## config.mk

```make
export PLATFORM = sky130hd
export DESIGN_NAME = skew_tile_buffer
export DESIGN_NICKNAME = d
export VERILOG_FILES = /design/src/rtl/skew_tile_buffer_pkg.sv /design/src/rtl/skew_lane_delay.sv /design/src/rtl/skew_tile_buffer.sv
export SDC_FILE = /design/constraint.sdc
export NUM_CORES = 1
export LEC_CHECK = 0
export ABC_AREA = 1
export BUFFER_PORTS_ARGS = -buffer_cell sky130_fd_sc_hd__buf_2
export CAP_MARGIN = 25
export CORE_MARGIN = 1
export CORE_UTILIZATION = 55
export CTS_CLUSTER_SIZE = 28
export DETAILED_ROUTE_END_ITERATION = 12
export PLACE_DENSITY = 0.73
export SLEW_MARGIN = 20
export SYNTH_ARGS = -nofsm -noshare
export SYNTH_HDL_FRONTEND = slang
export SYNTH_HIERARCHICAL = 1
export SYNTH_SLANG_ARGS = --single-unit
```

## constraint.sdc

```tcl
create_clock -name clk -period 5.7 [get_ports clk]
set_clock_uncertainty 0.15 [all_clocks]
set_input_delay 0.57 -clock clk [delete_from_list [all_inputs] [get_ports clk]]
set_output_delay 0.57 -clock clk [all_outputs]
set_load 0.05 [all_outputs]
```

## src/rtl/skew_tile_buffer_pkg.sv

```systemverilog
// Shared defaults, state encoding and a clog2 helper for the skew tile buffer.
package skew_tile_buffer_pkg;

  localparam int ARRAY_W_DEF = 4;
  localparam int DATA_W_DEF  = 8;
  localparam int DEPTH_DEF   = 8;

  typedef enum logic [2:0] {
    ST_IDLE   = 3'd0,
    ST_LOAD   = 3'd1,
    ST_READY  = 3'd2,
    ST_STREAM = 3'd3,
    ST_DRAIN  = 3'd4
  } state_t;

  // Smallest r with 2**r >= value (0 for value <= 1).
  function automatic int clog2_f(input int value);
    int r;
    r = 0;
    while ((1 << r) < value) r++;
    return r;
  endfunction

endpackage

```

## src/rtl/skew_lane_delay.sv

```systemverilog
// Per-lane delay line carrying {valid,data}; DELAY=0 collapses to a wire.
module skew_lane_delay #(
  parameter int DELAY  = 0,
  parameter int DATA_W = 8
) (
  input  logic              clk,
  input  logic              rst,
  input  logic              clear,
  input  logic              in_valid,
  input  logic [DATA_W-1:0] in_data,
  output logic              out_valid,
  output logic [DATA_W-1:0] out_data
);

  generate
    if (DELAY == 0) begin : g_wire
      // Clock and resets are not needed on the zero-delay lane.
      logic unused_ctrl;
      assign unused_ctrl = &{1'b0, clk, rst, clear};
      assign out_valid   = in_valid;
      assign out_data    = in_data;
    end else begin : g_shift
      logic [DELAY-1:0][DATA_W:0] stage_reg;

      // Shift {valid,data} one stage per cycle; rst/clear flush every stage.
      always_ff @(posedge clk) begin
        if (rst || clear) begin
          stage_reg <= '0;
        end else begin
          stage_reg[0] <= {in_valid, in_data};
          for (int j = 1; j < DELAY; j++) begin
            stage_reg[j] <= stage_reg[j-1];
          end
        end
      end

      assign out_valid = stage_reg[DELAY-1][DATA_W];
      assign out_data  = stage_reg[DELAY-1][DATA_W-1:0];
    end
  endgenerate

endmodule

```

## src/rtl/skew_tile_buffer.sv

```systemverilog
// Tile buffer for the systolic array west edge: loads up to DEPTH vectors,
// then streams them out with lane i delayed by i cycles.
module skew_tile_buffer
  import skew_tile_buffer_pkg::*;
#(
  parameter int ARRAY_W = ARRAY_W_DEF,
  parameter int DATA_W  = DATA_W_DEF,
  parameter int DEPTH   = DEPTH_DEF
) (
  input  logic                      clk,
  input  logic                      rst,
  input  logic                      in_valid,
  output logic                      in_ready,
  input  logic [ARRAY_W*DATA_W-1:0] in_data,
  input  logic                      in_last,
  input  logic                      start,
  input  logic [ARRAY_W-1:0]        lane_en,
  input  logic                      clear,
  output logic [ARRAY_W*DATA_W-1:0] out_act,
  output logic [ARRAY_W-1:0]        out_lane_valid,
  output logic                      busy,
  output logic                      done
);

  localparam int AW  = clog2_f(DEPTH);
  localparam int CW  = AW + 1;
  localparam int DCW = clog2_f(ARRAY_W) + 1;

  state_t               state_reg, state_next;
  logic [CW-1:0]        wr_cnt_reg, wr_cnt_next;
  logic [CW-1:0]        rd_cnt_reg, rd_cnt_next;
  logic [CW-1:0]        len_reg, len_next;
  logic [DCW-1:0]       drain_cnt_reg, drain_cnt_next;
  logic                 pending_reg, pending_next;
  logic [ARRAY_W-1:0]   lane_en_reg, lane_en_next;
  logic                 done_reg, done_next;

  logic [ARRAY_W*DATA_W-1:0] mem [DEPTH];
  logic [ARRAY_W*DATA_W-1:0] rd_data_reg;
  logic [AW-1:0]             rd_addr;

  logic                      xfer;
  logic                      last_beat;
  logic                      stream_go;
  logic                      stream_valid;
  logic [ARRAY_W-1:0]        skew_valid;
  logic [ARRAY_W*DATA_W-1:0] skew_data;
  logic [ARRAY_W*DATA_W-1:0] act_gated;

  assign in_ready     = (state_reg == ST_IDLE || state_reg == ST_LOAD) && !rst;
  assign xfer         = in_valid && in_ready;
  assign last_beat    = in_last || (wr_cnt_reg == CW'(DEPTH - 1));
  assign stream_go    = (state_reg == ST_READY) && (pending_reg || start);
  assign stream_valid = (state_reg == ST_STREAM);
  assign busy         = (state_reg != ST_IDLE);
  assign done         = done_reg;

  // Read is issued one cycle ahead: READY prefetches vector 0, and STREAM
  // cycle k fetches vector k+1 so rd_data_reg holds vector k during cycle k.
  assign rd_addr = stream_valid ? (rd_cnt_reg[AW-1:0] + AW'(1)) : '0;

  // Tile storage write port.
  always_ff @(posedge clk) begin
    if (xfer) begin
      mem[wr_cnt_reg[AW-1:0]] <= in_data;
    end
  end

  // Registered read port.
  always_ff @(posedge clk) begin
    rd_data_reg <= mem[rd_addr];
  end

  // Next-state and counter logic.
  always_comb begin
    state_next     = state_reg;
    wr_cnt_next    = wr_cnt_reg;
    rd_cnt_next    = rd_cnt_reg;
    len_next       = len_reg;
    drain_cnt_next = drain_cnt_reg;
    pending_next   = pending_reg;
    lane_en_next   = lane_en_reg;
    done_next      = 1'b0;
    case (state_reg)
      ST_IDLE, ST_LOAD: begin
        if (start) pending_next = 1'b1;
        if (xfer) begin
          wr_cnt_next = wr_cnt_reg + CW'(1);
          state_next  = ST_LOAD;
          if (last_beat) begin
            len_next   = wr_cnt_reg + CW'(1);
            state_next = ST_READY;
          end
        end
      end
      ST_READY: begin
        if (stream_go) begin
          pending_next = 1'b0;
          lane_en_next = lane_en;
          rd_cnt_next  = '0;
          wr_cnt_next  = '0;
          state_next   = ST_STREAM;
        end
      end
      ST_STREAM: begin
        rd_cnt_next = rd_cnt_reg + CW'(1);
        if (rd_cnt_reg == len_reg - CW'(1)) begin
          drain_cnt_next = '0;
          state_next     = ST_DRAIN;
        end
      end
      ST_DRAIN: begin
        drain_cnt_next = drain_cnt_reg + DCW'(1);
        if (drain_cnt_reg == DCW'(ARRAY_W - 1)) begin
          done_next  = 1'b1;
          state_next = ST_IDLE;
        end
      end
      default: state_next = ST_IDLE;
    endcase
  end

  // Control state register; clear behaves exactly like rst.
  always_ff @(posedge clk) begin
    if (rst || clear) begin
      state_reg     <= ST_IDLE;
      wr_cnt_reg    <= '0;
      rd_cnt_reg    <= '0;
      len_reg       <= '0;
      drain_cnt_reg <= '0;
      pending_reg   <= 1'b0;
      lane_en_reg   <= '0;
      done_reg      <= 1'b0;
    end else begin
      state_reg     <= state_next;
      wr_cnt_reg    <= wr_cnt_next;
      rd_cnt_reg    <= rd_cnt_next;
      len_reg       <= len_next;
      drain_cnt_reg <= drain_cnt_next;
      pending_reg   <= pending_next;
      lane_en_reg   <= lane_en_next;
      done_reg      <= done_next;
    end
  end

  genvar gi;
  generate
    for (gi = 0; gi < ARRAY_W; gi++) begin : g_lane
      logic              lane_v;
      logic [DATA_W-1:0] lane_d;

      // Masked or idle lanes inject zeros so no stale data reaches the array.
      assign lane_v = stream_valid & lane_en_reg[gi];
      assign lane_d = lane_v ? rd_data_reg[gi*DATA_W +: DATA_W] : '0;

      skew_lane_delay #(
        .DELAY  (gi),
        .DATA_W (DATA_W)
      ) u_delay (
        .clk       (clk),
        .rst       (rst),
        .clear     (clear),
        .in_valid  (lane_v),
        .in_data   (lane_d),
        .out_valid (skew_valid[gi]),
        .out_data  (skew_data[gi*DATA_W +: DATA_W])
      );

      assign act_gated[gi*DATA_W +: DATA_W] =
        skew_valid[gi] ? skew_data[gi*DATA_W +: DATA_W] : '0;
    end
  endgenerate

  // Output register stage shared by all lanes.
  always_ff @(posedge clk) begin
    if (rst || clear) begin
      out_act        <= '0;
      out_lane_valid <= '0;
    end else begin
      out_act        <= act_gated;
      out_lane_valid <= skew_valid;
    end
  end

endmodule

```

==> impl_metrics.tcl <==
set metrics [dict create \
    hpwl_um 15100 \
    r2r-start "state_reg[1]" \
    maxCapViolCount 0 \
    synth_top_area_share_pct 51.1 \
    synth-warning-count 6 \
    relSlewSlack_pct 36.2 \
    die_y_um 167 \
    slew_violations 0 \
    row_count 60 \
    synth_most_common_cell "edfxtp_1" \
    ctsHoldBuffers 0 \
    worstPathRequired_ns 5.91 \
    synth_nets 1332 \
    synth_seq_cells 402 \
    grt_max_degree 129 \
    setup_tns_ns 0 \
    rrSetupSlack_ns 3.10 \
    largest_reg_flops 256 \
    cp_max_fo 42 \
    synthCells 1285 \
    reg2reg_depth 8 \
    initialDrtViolationCount 751 \
    whs_endpoint "mem[5][20]" \
    postCtsSetupBuffers 0 \
    synthFlopType "edfxtp_1" \
    rsz0062_at_grt "false" \
    fin_ws_ns 3.10 \
    hold_path_depth 1 \
    gp_congestion 0.788 \
    synth_simple_gate_area_share_pct 14.8 \
    grt_usage_pct 21.0 \
    cts_tree "done" \
    synth.distinct_cells 36 \
    vias 8951 \
    drt_wl_total_um 28900 \
    yosys-top-cells-count "edfxtp_1 (256), nand2_1 (195), inv_1 (155)" \
    core_area_sq_um 26900 \
    grt_antenna_before_repair 2 \
    grt_pass1_vias 8670 \
    min_period_ns 2.60 \
    overflow 0 \
    firstDrtPassIters 5 \
    io_buffers 80 \
    synth-edff-count 256 \
    irDropWorstVdd_mv 0.335 \
    die_x_um 167 \
    clock-sinks 402 \
    htreeDepth 2 \
    worst_pin_slew_ns 0.957 \
    cp.arrival_ns 2.81 \
    synth-async-reset-ratio_pct 0 \
    ant_nets 0 \
    cts_resized 0 \
    synth_area_sq_um 15000 \
    finalHoldViolCount 0 \
    clk_path_buf_depth 3 \
    synth_seq_area_share_pct 70.6 \
    synth_compound_area_share_pct 6.35 \
    outcome "finished, final reports clean" \
    die_area_sq_um 28000 \
    power_density_nw_per_um2 346 \
    cts_root_buf "clkbuf_16" \
    yosys.area.top_type "edfxtp_1" \
    reg2reg_to "rd_data_reg[15]" \
    hold_path_class "in -> reg" \
    synth_top_family_by_area "simple AND/OR/NAND/NOR gates" \
    clkTransAtPathRegs_ns 0.07 \
    crit_type "reg -> reg" \
    p_leak_nw 6.19 \
    fmax_ghz 0.384 \
    area_growth_pct 11.9 \
    synth.area.top_cells "edfxtp_1 (51%), dfxtp_1 (19%), nand2_1 (4.9%)" \
    grt_pass1_wl_um 45500 \
    nets 1389 \
    synthAdderAreaFrac_pct 0.416 \
    synth_xor_area_share_pct 0.350 \
    period_share_pct 45.6 \
    place_ws_ns 3.08 \
    avgSynthCellArea_sq_um 11.7 \
    hold_path_startpoint "in_data[20]" \
    wl_per_cell_um 16.9 \
    cts_made_buffers 40 \
    setup_violations 0 \
    worst_setup_path_start_kind "register" \
    clock_latency_ns 0.53 \
    hold_ws_ns 0.167 \
    initial_core_util_pct 55.9 \
    cp-end-kind "register" \
    drc 0 \
    drive_gt1_share_pct 16.8 \
    io_pins 81 \
    vias_per_cell 5.22 \
    synth.area.mux_share_pct 0 \
]
[worst max-delay path, stage by stage, from the launching register on]
cell and delay [ns]:
dfxtp_1 0.46, nand3_2 0.18, inv_2 0.19, nand2_2 0.08, inv_2 0.39, buf_4 0.56
nand3_1 0.14, a21oi_1 0.18, a31oi_1 0.07
[report_power, final]
| group | switching, W | internal, W | leakage (nW) |
|---|---|---|---|
| logic | 0.0000993 | 0.0000410 | 2.04 |
| registers | 0.0000118 | 0.00313 | 3.50 |
| clock network | 0.00106 | 0.00147 | 0.645 |
| total | 0.00117 | 0.00464 | 6.19 |
[layout make-up]
| class | count | area, sq um |
|---|---|---|
| sequential | 402 | 10600 |
| fill | 2025 | 10100 |
| multi-input combinational | 641 | 3350 |
| clock buffer | 49 | 1140 |
| inverter | 163 | 614 |
| timing repair buffer | 94 | 522 |
| tap | 341 | 427 |
| clock inverter | 23 | 149 |
| antenna | 1 | 2.50 |
[routing by layer]
layer | GRT usage (%) | routed length, um | up-vias
met4 | 7.74 | 767 | 4
li1 | - | - | 4397
met1 | 28.0 | 12600 | 4204
met2 | 35.0 | 13800 | 273
met5 | 0 | 18 | -
met3 | 3.38 | 1670 | 73
[metrics by stage]
stage	power [W]	instance area, sq um	util, %	instances
6_report	0.00581	16800	62.6	1714
5_1_grt	0.00599	16800	62.6	1713
4_1_cts	0.00586	16800	62.6	1713
3_5_place_dp	0.00334	15500	57.8	1641
3_3_place_gp	0.00334	15500	57.7	1640
2_1_floorplan	0.00328	15000	-	1285
[placed cells by master, fill, tap and decap left out, drive strengths merged]
master / instances
nor3: 8
xor2: 5
ha: 5
a211oi: 2
nor3b: 1
a31o: 1
inv: 167
o221ai: 14
a31oi: 25
nand3: 80
nor2: 140
clkinvlp: 2
diode: 1
a21oi: 44
or2: 52
clkbuf: 49
nor4: 1
bufinv: 1
dfxtp: 146
buf: 94
nand2: 200
clkinv: 16
o21ai: 9
nand4: 2
xnor2: 1
edfxtp: 256
o211ai: 51
[how the worst max path moves through the flow]
stage                  startpoint               to  slack, ns  cells after the start
global route         state_reg[1]  rd_data_reg[15]       2.95                      8
CTS                  state_reg[1]   rd_data_reg[7]       3.12                      8
finish               state_reg[1]  rd_data_reg[15]       3.10                      8
detailed placement            rst       mem[6][11]       3.08                      7
floorplan                     rst        mem[1][0]       1.22                      3
global placement    rd_cnt_reg[0]   rd_data_reg[1]       3.05                      7
[kinds of logic (layout without fill, tap and decap cells)]
kind of cell    count (synthesis)  count (layout)
xor+xnor                        6               6
buf+inv                       242             329
compound gates                146             146
other cells                     0               1
simple gates                  484             484
fa+ha+maj                       5               5
flops                         402             402
Note: power is estimated with default switching activity, not from simulation.
